**src/rtl/booth_radix4_multiplier_pkg.sv**
```systemverilog
// Shared types and sizing helpers for the radix-4 Booth multiplier.
package booth_pkg;

  typedef enum logic [1:0] {IDLE, CALC, DONE} state_t;

  typedef enum logic [2:0] {OP_ZERO, OP_PM, OP_P2M, OP_NM, OP_N2M} booth_op_t;

  // One iteration per two bits of the (N+2)-bit extended multiplier.
  function automatic int booth_iter(input int n);
    return n / 2 + 1;
  endfunction

endpackage

```
**src/rtl/booth_radix4_multiplier_if.sv**
```systemverilog
// Start/done handshake and operand/result bus of the Booth multiplier.
interface booth_radix4_multiplier_if #(parameter int N = 8) ();
  logic           start;
  logic           is_signed;
  logic [N-1:0]   multiplicand;
  logic [N-1:0]   multiplier;
  logic [2*N-1:0] product;
  logic           done;
  logic           busy;

  modport master (output start, is_signed, multiplicand, multiplier,
                  input  product, done, busy);
  modport slave  (input  start, is_signed, multiplicand, multiplier,
                  output product, done, busy);
endinterface

```
**src/rtl/booth_radix4_multiplier_recoder.sv**
```systemverilog
// Radix-4 Booth recoder: triplet {q1, q0, q-1} to the partial-product operation.
module booth_r4_recoder
  import booth_pkg::*;
(
  input  logic [2:0] triplet_i,
  output booth_op_t  op_o
);

  always_comb begin
    op_o = OP_ZERO;
    case (triplet_i)
      3'b001, 3'b010: op_o = OP_PM;
      3'b011:         op_o = OP_P2M;
      3'b100:         op_o = OP_N2M;
      3'b101, 3'b110: op_o = OP_NM;
      default:        op_o = OP_ZERO;
    endcase
  end

endmodule

```
**src/rtl/booth_radix4_multiplier.sv**
```systemverilog
// Sequential radix-4 Booth multiplier, signed or unsigned per operation,
// retiring two multiplier bits per CALC cycle.
module booth_radix4_multiplier
  import booth_pkg::*;
#(
  parameter int N = 8
) (
  input logic                     clock,
  input logic                     reset,
  booth_radix4_multiplier_if.slave bus
);

  localparam int W    = N + 2;
  localparam int ITER = booth_iter(N);
  localparam int CW   = $clog2(ITER + 1);

  state_t                state_q;
  logic signed [W:0]     a_q, a_d;
  logic        [W-1:0]   qx_q, qx_d;
  logic                  qm1_q, qm1_d;
  logic signed [W-1:0]   m_q;
  logic        [CW-1:0]  cnt_q;
  logic        [2*N-1:0] product_q, product_d;
  logic                  done_q;
  logic                  busy_q;

  booth_op_t             op;
  logic signed [W:0]     m_ext, m_x2, addend, a_sum;
  logic signed [2*W+1:0] acc_cat, acc_sh;

  // Two guard bits let unsigned 2^N-1 stay positive after extension.
  function automatic logic signed [W-1:0] extend(input logic [N-1:0] v, input logic sgn);
    return sgn ? {{2{v[N-1]}}, v} : {2'b00, v};
  endfunction

  booth_r4_recoder u_recoder (
    .triplet_i ({qx_q[1:0], qm1_q}),
    .op_o      (op)
  );

  always_comb begin
    m_ext  = {m_q[W-1], m_q};
    m_x2   = {m_q, 1'b0};
    addend = '0;
    case (op)
      OP_PM:   addend = m_ext;
      OP_P2M:  addend = m_x2;
      OP_NM:   addend = -m_ext;
      OP_N2M:  addend = -m_x2;
      default: addend = '0;
    endcase
    a_sum     = a_q + addend;
    acc_cat   = {a_sum, qx_q, qm1_q};
    acc_sh    = acc_cat >>> 2;
    a_d       = acc_sh[2*W+1:W+1];
    qx_d      = acc_sh[W:1];
    qm1_d     = acc_sh[0];
    product_d = {a_q[N-3:0], qx_q};
  end

  always_ff @(posedge clock) begin
    if (reset) begin
      state_q   <= IDLE;
      a_q       <= '0;
      qx_q      <= '0;
      qm1_q     <= 1'b0;
      m_q       <= '0;
      cnt_q     <= '0;
      product_q <= '0;
      done_q    <= 1'b0;
      busy_q    <= 1'b0;
    end else begin
      done_q <= 1'b0;
      case (state_q)
        IDLE: begin
          busy_q <= bus.start;
          if (bus.start) begin
            m_q     <= extend(bus.multiplicand, bus.is_signed);
            qx_q    <= extend(bus.multiplier, bus.is_signed);
            a_q     <= '0;
            qm1_q   <= 1'b0;
            cnt_q   <= '0;
            state_q <= CALC;
          end
        end
        CALC: begin
          busy_q <= 1'b1;
          a_q    <= a_d;
          qx_q   <= qx_d;
          qm1_q  <= qm1_d;
          cnt_q  <= cnt_q + CW'(1);
          if (cnt_q == CW'(ITER - 1)) state_q <= DONE;
        end
        DONE: begin
          // busy stays up through the done cycle, which is already back in IDLE.
          busy_q    <= 1'b1;
          product_q <= product_d;
          done_q    <= 1'b1;
          state_q   <= IDLE;
        end
        default: state_q <= IDLE;
      endcase
    end
  end

  assign bus.product = product_q;
  assign bus.done    = done_q;
  assign bus.busy    = busy_q;

endmodule
```
**src/flat_wrapper.sv**
```systemverilog
// flat-port wrapper written by rule: the top's interface ports become plain ports
module booth_radix4_multiplier_flat import booth_pkg::*;
#(
  parameter int N = 8
)
  (clock, reset, bus_start, bus_is_signed, bus_multiplicand, bus_multiplier, bus_product, bus_done, bus_busy);
  booth_radix4_multiplier_if #(.N(N)) bus_i ();
  input logic clock;
  input logic reset;
  input wire logic [$bits(bus_i.start)-1:0] bus_start;
  input wire logic [$bits(bus_i.is_signed)-1:0] bus_is_signed;
  input wire logic [$bits(bus_i.multiplicand)-1:0] bus_multiplicand;
  input wire logic [$bits(bus_i.multiplier)-1:0] bus_multiplier;
  output wire logic [$bits(bus_i.product)-1:0] bus_product;
  output wire logic [$bits(bus_i.done)-1:0] bus_done;
  output wire logic [$bits(bus_i.busy)-1:0] bus_busy;
  assign bus_i.start = bus_start;
  assign bus_i.is_signed = bus_is_signed;
  assign bus_i.multiplicand = bus_multiplicand;
  assign bus_i.multiplier = bus_multiplier;
  assign bus_product = bus_i.product;
  assign bus_done = bus_i.done;
  assign bus_busy = bus_i.busy;
  booth_radix4_multiplier #(.N(N)) u_core (.clock(clock), .reset(reset), .bus(bus_i));
endmodule
```
**config.mk**
```make
export PLATFORM = sky130hd
export DESIGN_NAME = booth_radix4_multiplier_flat
export DESIGN_NICKNAME = d
export VERILOG_FILES = /design/src/rtl/booth_radix4_multiplier_pkg.sv /design/src/rtl/booth_radix4_multiplier_if.sv /design/src/rtl/booth_radix4_multiplier_recoder.sv /design/src/rtl/booth_radix4_multiplier.sv /design/src/flat_wrapper.sv
export SDC_FILE = /design/constraint.sdc
export NUM_CORES = 1
export LEC_CHECK = 0
export CAP_MARGIN = 20
export CORE_UTILIZATION = 55
export DETAILED_ROUTE_END_ITERATION = 8
export PLACE_DENSITY = 0.77
export SYNTH_ARGS = -nofsm -noshare
export SYNTH_HDL_FRONTEND = slang
export SYNTH_SLANG_ARGS = --single-unit
```
**constraint.sdc**
```tcl
create_clock -name clock -period 6.1 [get_ports clock]
set_clock_uncertainty 0.2 [all_clocks]
set_input_delay 1.22 -clock clock [delete_from_list [all_inputs] [get_ports clock]]
set_output_delay 1.22 -clock clock [all_outputs]
set_load 0.05 [all_outputs]
```
Yosys cells after proc, flatten, opt, wreduce, memory -nomap -nowiden
Index checks and enable logic that the tools add are counted.
{"block": "word_totals", "regBits": 55, "input_bits": 20, "elab_cells": 54}
{"block": "op_classes", "add_sub_neg": 4, "eq_ne": 15, "n_mux": 17, "n_reduce_logical": 9}
{"operator": "$pmux W11 S4", "n": 1}
{"operator": "$mux W10", "n": 3}
{"operator": "$pmux W11 S2", "n": 1}
{"operator": "$pmux W10 S2", "n": 1}
{"operator": "$eq A3 B3 Y1 const B", "n": 5}
{"operator": "$eq A3 B2 Y1 const B", "n": 4}
{"operator": "$pmux W3 S4", "n": 1}
{"operator": "$add A11 B11 Y11", "n": 1}
{"operator": "$mux W11", "n": 1}
{"operator": "$neg A10 Y11", "n": 1}
{"operator": "$neg A11 Y11", "n": 1}
{"operator": "$eq A3 B1 Y1 const B", "n": 2}
{"operator": "$pmux W3 S2", "n": 1}
{"operator": "$reduce_and A2 Y1", "n": 3}
{"operator": "$reduce_or A2 Y1", "n": 3}
{"operator": "$mux W2", "n": 2}
{"operator": "$pmux W1 S2", "n": 2}
{"operator": "$pmux W2 S2", "n": 1}
{"operator": "$reduce_bool A2 Y1", "n": 2}
{"operator": "$add A3 B1 Y3 const B", "n": 1}
{"operator": "$mux W3", "n": 1}
{"operator": "$eq A2 B1 Y1 const B", "n": 1}
{"operator": "$eq A2 B2 Y1 const B", "n": 1}
{"operator": "$logic_not A2 Y1", "n": 1}
{"operator": "other kinds (3)", "n": 4}

Logic depth before layout (Yosys ltp)
Gate-level depths: netlist of the first run.
{"block": "depth", "word_depth": 7, "depth_mapped": 16, "ltp_nobuf": 15}

Cells and area by module
From an unflattened synthesis of the first run, not the netlist that was laid out.
{"block": "unflattened", "hier_cells": 382, "area_unflattened_um2": 3101.7}
{"mod": "booth_radix4_multiplier", "instances": 1, "cells_each": 378, "area_per_inst_um2": 3067.9, "seq_area_each_um2": 1041.0}
{"mod": "booth_r4_recoder", "instances": 1, "cells_each": 4, "area_per_inst_um2": 33.8, "seq_area_each_um2": 0.0}

Worst setup path after synthesis of the first run
OpenSTA, ideal clock, no wires.
{"block": "synth_path", "path_kind": "register -> register", "startpoint": "reg u_core.m_q[0]", "endpoint": "reg u_core.a_q[9]", "setup_ns": 0.123, "arrival_time_ns": 3.086, "setup_slack_ns": 2.691, "stages_incl_launch_ff": 17, "cell_sequence": "dfxtp_1 > inv_1 > ha_1 > or4b_4 > buf_6 > nor2_1 > xor2_1 > o211ai_1 > a31o_1 > ha_1 > clkbuf_1 > nand3_1 > a2111oi_0 > a211oi_1 > xor2_1 > a21oi_1 > o22ai_1"}
{"block": "synth_between", "elab_chain_cells": 4, "elab_cells_between_ends": 5, "classes_between": "3 x add/sub; 2 x mux"}
{"element": "start: declaration", "line_no": "booth_radix4_multiplier.sv:21", "rtl": "logic signed [W-1:0] m_q;"}
{"element": "start signal: assignment", "line_no": "booth_radix4_multiplier.sv:78", "rtl": "m_q <= extend(bus.multiplicand, bus.is_signed);"}
{"element": "$neg A11 Y11 or $neg A10 Y11 (tied branches)", "line_no": "booth_radix4_multiplier.sv:49, booth_radix4_multiplier.sv:48"}
{"element": "$pmux W11 S4 (*)", "line_no": "booth_radix4_multiplier.sv:45", "rtl": "case (op)"}
{"element": "$add A11 B11 Y11 (*)", "line_no": "booth_radix4_multiplier.sv:52", "rtl": "a_sum = a_q + addend;"}
{"element": "$pmux W11 S2 (*)", "line_no": "booth_radix4_multiplier.sv:74", "rtl": "case (state_q)"}
{"element": "end signal: assignment", "line_no": "booth_radix4_multiplier.sv:64", "rtl": "a_q <= '0;"}
{"element": "end signal: assignment", "line_no": "booth_radix4_multiplier.sv:80", "rtl": "a_q <= '0;"}
{"element": "end signal: assignment", "line_no": "booth_radix4_multiplier.sv:88", "rtl": "a_q <= a_d;"}
{"element": "end: declaration", "line_no": "booth_radix4_multiplier.sv:18", "rtl": "logic signed [W:0] a_q, a_d;"}
Every way passes the cells marked *; elsewhere a longest branch is shown, timed or not.
A chain may end at the register's enable or synchronous reset.

Final worst setup path of the first run
Same ends and word-level chain as after synthesis.

==> summary.md, run 1 <==
| Metric | Value |
|---|---|
| Critical path arrival | `3800 ps` |
| Yosys top cell by area | `dfxtp_1` |
| Rows | `26` |
| Syn Std Cell Area | `3063 um2` |
| ANT cells | `0` |
| Hold Slack | `297.4 ps` |
| Post-synthesis cell type count | `57` |
| Mapped Nets | `417` |
| Synthesized-area fraction occupied by adder cells | `0.07598` |
| Antenna Violating Nets Remaining | `0` |
| Fin crit period | `3797 ps` |
| Dpl cells | `464` |
| Final Power | `0.7711 mW` |
| GRT Util Overall | `0.2401` |
| Cell area power density | `219.8 nW/um2` |
| Top Ports | `38` |
| Reg area | `1041 um2` |
| Metal3 WL | `302 um` |
| CTS tree | `built` |
| # clock sinks | `52` |
| # Max-Cap Violations | `0` |
| Top_reg_cell synth | `dfxtp_1` |
| Top cells by area, synth | `dfxtp_1 34%, mux2i_1 7.5%, ha_1 6.9%, nor2_1 6.4%, nand2_1 5.5%` |
| Max-slew violations | `0` |
| Post-cts resize count | `0` |
| Final number of setup-violating endpoints | `0` |
| Final Hold Violating Endpoints | `0` |
| Synth Area in Compound Gates | `0.2136` |
| Gpl congestion | `0.9156` |
| Slew headroom | `0.3317` |
| Total grt overflow | `0` |
| First-pass GRT wire length | `11.45 mm` |
| Drt via density | `5.797` |
| Met2 Wirelength | `3.116 mm` |
| Startpoint Class | `flip-flop` |
| Post-CTS Setup Bufs | `0` |
| Largest net degree at the start of global routing | `28` |
| Fillcell total | `443` |
| Wire per inst | `14.53 um` |
| Ys Warns | `0` |
| Lkg Pwr | `1.316 nW` |
| Initial antenna violation count | `0` |
| Area growth syn-to-layout | `14.54%` |
| Highest Signal Layer | `met4` |
| Post-route cell area | `3508 um2` |
| CTS max path bufs | `2` |
| Post-Syn Instances | `379` |
| Dpl hpwl | `4.905 mm` |
| Starting Density | `0.5848` |
| Crit end category | `flip-flop` |
| Clock transition at path regs | `110 ps` |
| Period utilisation layout | `0.6224` |
| Share of layout cells above drive strength 1 | `0.04975` |
| Number of global-route vias before repair | `2,447` |
| Yosys top cell area share | `0.3399` |
| Post-Route WL | `6.859 mm` |
| H-Tree Depth | `2` |
| Setup_tns | `0 ps` |
| Port bufs | `37` |
| Largest fanout on the critical path | `8` |
| Area of the multi-input gates | `1833 um2` |
| CP Class | `flip-flop to flip-flop` |
| M1 WL | `3.335 mm` |
| # nets final | `439` |
| Worst-Margin Slew | `1002 ps` |
| CTS root buf | `clkbuf_8` |
| Area post-placement | `3415 um2` |
| Fmax | `263.4 MHz` |
| FFs w/ async S/R, synth | `0` |
| Cts bufs inserted | `5` |
| Worst hold path class | `flip-flop to flip-flop` |
| Die Width | `76.63 um` |
| Synth Area in XOR/XNOR | `0.04003` |
| CP Data Required Time | `6100 ps` |
| Post-Synth Simple-Gate Area | `0.1936` |
| Syn_area_per_cell | `8.082 um2` |
| Router iterations before antenna repair | `5` |
| Post-synthesis register bit count | `52` |
| Seq/Total Area, Yosys | `0.3399` |
| RSZ-0062 raised after global routing | `false` |
| Final Non-Filler Cells | `472` |
| Status | `finished, final reports clean` |
| Peak VDD IR | `0.0001473 V` |
| Mux contribution to synthesized area | `0.07516` |
| Clk_lat worst skew | `310 ps` |
| DRC violations left | `0` |
| Iter 0 DRT Violations | `186` |
| EDFF count, synth | `0` |
| Height of the die | `76.63 um` |
| Largest family of logic cells by synthesized area | `compound AO/OA/AOI/OAI gates` |
| Core area | `5238 um2` |
| Top post-synthesis cells by count | `52 x dfxtp_1, 52 x nor2_1, 45 x nand2_1` |
| Full die area | `5871 um2` |
| Post-CTS Hold Fix Bufs | `0` |
| Vias | `2,736` |
through the flow:
step                      utilization  worst slack [ps]
after floorplan                     -              2691
after global placement         0.6519              2343
after detailed placement       0.6519              2384
after CTS                      0.6699              2359
after global routing           0.6699              2083
final                          0.6699              2303
power by group:
part	internal [mW]	leakage [nW]	switching, mW
Sequential	0.355	0.423	0.0259
Clock	0.0839	0.0452	0.125
Combinational	0.0775	0.848	0.104
flip-flops by register name (all words and copies together), names as in the netlist:
| register | cells |
|---|---|
| u_core.state_q | 2 |
| u_core.a_q | 9 |
| u_core.m_q | 9 |
| u_core.cnt_q | 3 |
| u_core.qm1_q | 1 |
| u_core.qx_q | 10 |
| u_core.bus.busy | 1 |
| u_core.bus.done | 1 |
| u_core.bus.product | 16 |
routing by layer:
layer / vias up / global-route usage
met4: 0 / 0.06923
met3: 15 / 0.03353
met2: 81 / 0.3928
met5: - / 0
li1: 1382 / -
met1: 1258 / 0.3274
cell usage in the layout (no fill, tap or decap), types with 5 or more instances in the layout:
cell             synthesis  routed
clkdlybuf4s50_1          0      37
nor2_1                  52      52
xnor2_1                  9       9
a22oi_1                  9       9
clkbuf_8                 0       5
dfxtp_1                 52      52
nor3_1                   9       9
xor2_1                   5       5
inv_1                   17      17
a21oi_1                 27      27
mux2i_1                 23      23
nand2_1                 45      45
a211oi_1                 9       9
o21ai_0                 16      16
ha_1                    17      17
layout make-up:
type | count | area share
multi-input cells | 285 | 0.5225
clock buffers | 5 | 0.01961
repair buffers | 39 | 0.1098
clock inverters | 3 | 0.007133
well taps | 70 | 0.02496
flip-flops and latches | 52 | 0.2967
inverters | 18 | 0.01926
path summary, 6_finish.rpt:
| kind | endpoint | slack [ps] | start | depth (start not counted) |
|---|---|---|---|---|
| max | u_core.a_q[9] | 2300 | u_core.m_q[0] | 15 |
| min | u_core.bus.busy | 300 | u_core.bus.busy | 2 |
| max reg2reg | u_core.a_q[9] | 2300 | u_core.m_q[0] | 15 |
| min reg2reg | u_core.bus.busy | 300 | u_core.bus.busy | 2 |
critical path: stages, from the launching register on:
cell,delay (ps)
dfxtp_1,380
inv_1,110
ha_1,230
or4b_4,540
o21ai_2,150
xor2_1,230
o32ai_1,120
nand2_1,70
o311ai_1,120
ha_1,450
nand3_1,110
a2111oi_0,430
a211oi_1,120
xor2_1,190
a21oi_1,150
o22ai_1,100
kinds of logic (layout without fill, tap and decap cells):
group / count (synthesis) / count (layout)
compound gates: 98 / 98
xor+xnor: 14 / 14
fa+ha+maj: 18 / 18
buf+inv: 42 / 65
flops: 52 / 52
mux: 23 / 23
simple gates: 132 / 132
Power figures use the tool's default switching activity.
==> run 2, diff against run 1 <==
Clock period 6.1 ns to 3.9 ns, I/O delays scaled along.
==> summary.md, run 2 (synthesis results as in run 1) <==
| Metric | Value |
|---|---|
| Max reg flops | `16 (unchanged)` |
| Critical path arrival | `3550 ps (was 3800 ps)` |
| Register-to-register setup slack | `360 ps (was 2300 ps)` |
| Wire per inst | `14.14 um (was 14.53 um)` |
| ANT cells | `0 (unchanged)` |
| CP Data Required Time | `3910 ps (was 6100 ps)` |
| Post-CTS Hold Fix Bufs | `0 (unchanged)` |
| Gpl congestion | `0.9194 (was 0.9156)` |
| CTS root buf | `clkbuf_8 (unchanged)` |
| Worst-Margin Slew | `958.9 ps (was 1002 ps)` |
| # nets final | `448 (was 439)` |
| Total grt overflow | `0 (unchanged)` |
| Final number of setup-violating endpoints | `0 (unchanged)` |
| Clk_lat worst skew | `320 ps (was 310 ps)` |
| Full die area | `5871 um2 (unchanged)` |
| Post-CTS Setup Bufs | `0 (unchanged)` |
| Most frequent cells in the layout | `52 x nor2_1, 52 x dfxtp_1, 45 x nand2_1, 37 x clkdlybuf4s50_1, 27 x a21oi_1 (unchanged)` |
| Lkg Pwr | `1.356 nW (was 1.316 nW)` |
| Fin crit period | `3544 ps (was 3797 ps)` |
| Hold Slack | `302.8 ps (was 297.4 ps)` |
| # clock sinks | `52 (unchanged)` |
| Vias | `2,734 (was 2,736)` |
| Startpoint Class | `flip-flop (unchanged)` |
| Max-slew violations | `0 (unchanged)` |
| H-Tree Depth | `2 (unchanged)` |
| Core area | `5238 um2 (unchanged)` |
| Worst hold path class | `flip-flop to flip-flop (unchanged)` |
| Period utilisation layout | `0.9086 (was 0.6224)` |
| Slew headroom | `0.3608 (was 0.3317)` |
| Number of global-route vias before repair | `2,636 (was 2,447)` |
| Crit end category | `flip-flop (unchanged)` |
| Height of the die | `76.63 um (unchanged)` |
| RSZ-0062 raised after global routing | `false (unchanged)` |
| Post-Route WL | `6.802 mm (was 6.859 mm)` |
| Antenna Violating Nets Remaining | `0 (unchanged)` |
| DRC violations left | `0 (unchanged)` |
| CTS max path bufs | `2 (unchanged)` |
| Cell area power density | `339.4 nW/um2 (was 219.8 nW/um2)` |
| Router iterations before antenna repair | `4 (was 5)` |
| # Max-Cap Violations | `0 (unchanged)` |
| Fmax | `282.2 MHz (was 263.4 MHz)` |
| Final Hold Violating Endpoints | `0 (unchanged)` |
| Clock transition at path regs | `110 ps (about the same)` |
| Cts bufs inserted | `5 (unchanged)` |
| Port bufs | `37 (unchanged)` |
| Share of layout cells above drive strength 1 | `0.07299 (was 0.04975)` |
| Setup_tns | `0 ps (unchanged)` |
| Rows | `26 (unchanged)` |
| First-pass GRT wire length | `11.84 mm (was 11.45 mm)` |
| Initial antenna violation count | `0 (unchanged)` |
| Die Width | `76.63 um (unchanged)` |
| Area growth syn-to-layout | `16.91% (was 14.54%)` |
| Drt via density | `5.684 (was 5.797)` |
| Largest net degree at the start of global routing | `29 (was 28)` |
| Iter 0 DRT Violations | `207 (was 186)` |
| Status | `finished, final reports clean (unchanged)` |
| CP Class | `flip-flop to flip-flop (unchanged)` |
| Top Ports | `38 (unchanged)` |
| CTS tree | `built (unchanged)` |
| Dpl hpwl | `5.064 mm (was 4.905 mm)` |
| Peak VDD IR | `0.0002320 V (was 0.0001473 V)` |
| Largest fanout on the critical path | `8 (unchanged)` |
| Starting Density | `0.5848 (unchanged)` |
| GRT Util Overall | `0.2480 (was 0.2401)` |
-- run 2: worst paths after layout --
| kind | from | end | cells past startpoint |
|---|---|---|---|
| setup / recovery | u_core.m_q[0] | u_core.a_q[9] | 15 |
| hold reg to reg | u_core.bus.busy | u_core.bus.busy | 2 |
| hold / removal | u_core.bus.busy | u_core.bus.busy | 2 |
| setup reg to reg | u_core.m_q[0] | u_core.a_q[9] | 15 |
-- run 2: per-layer routing --
layer  track usage  share of wire
met1        0.3370           0.48
met2        0.4009           0.47
met3       0.02994          0.032
met4       0.09231          0.015
met5             0              0
-- run 2: timing repair --
action | CTS | global route
hold endpoints to repair | 0 | 0
endpoints found under the setup margin | 0 | 1
gates resized for setup | 0 | 2
-- run 2: final cells by class --
type	count	area (um2)
Multi-Input combinational cell	285	1837
Fill cell	438	1657
Timing Repair Buffer	48	452.9
Inverter	18	67.56
Clock buffer	5	68.82
Sequential cell	52	1041
Tap cell	70	87.58
Clock inverter	3	26.28
-- run 2: per-stage QoR --
stage	setup slack [ps]	total power [mW]	util	cells	cell area [um2]
2_1_floorplan	491.1	0.8174	-	379	3063
3_3_place_gp	493.8	0.8882	0.6648	473	3482
3_5_place_dp	352.6	0.8939	0.6648	473	3482
4_1_cts	329.0	1.221	0.6830	481	3577
5_1_grt	14.36	1.284	0.6837	481	3581
6_report	356.4	1.215	0.6837	481	3581
-- run 2: power by group --
| part | internal (mW) | leakage, nW | switching [mW] |
|---|---|---|---|
| sequential | 0.555 | 0.423 | 0.0295 |
| combinational | 0.130 | 0.890 | 0.172 |
| clock | 0.131 | 0.0423 | 0.198 |
| total | 0.816 | 1.36 | 0.400 |
-- run 2: critical path, cell delays in order, from the launching register on --
cell and delay (ps):
dfxtp_1 360, inv_1 90, ha_1 210, or4b_4 530, o21ai_2 140, xor2_1 190, o32ai_1 110, nand2_1 80
o311ai_1 100, ha_2 410, nand3_1 90, a2111oi_1 370, a211oi_1 120, xor2_1 190, a21oi_1 150, o22ai_1 90
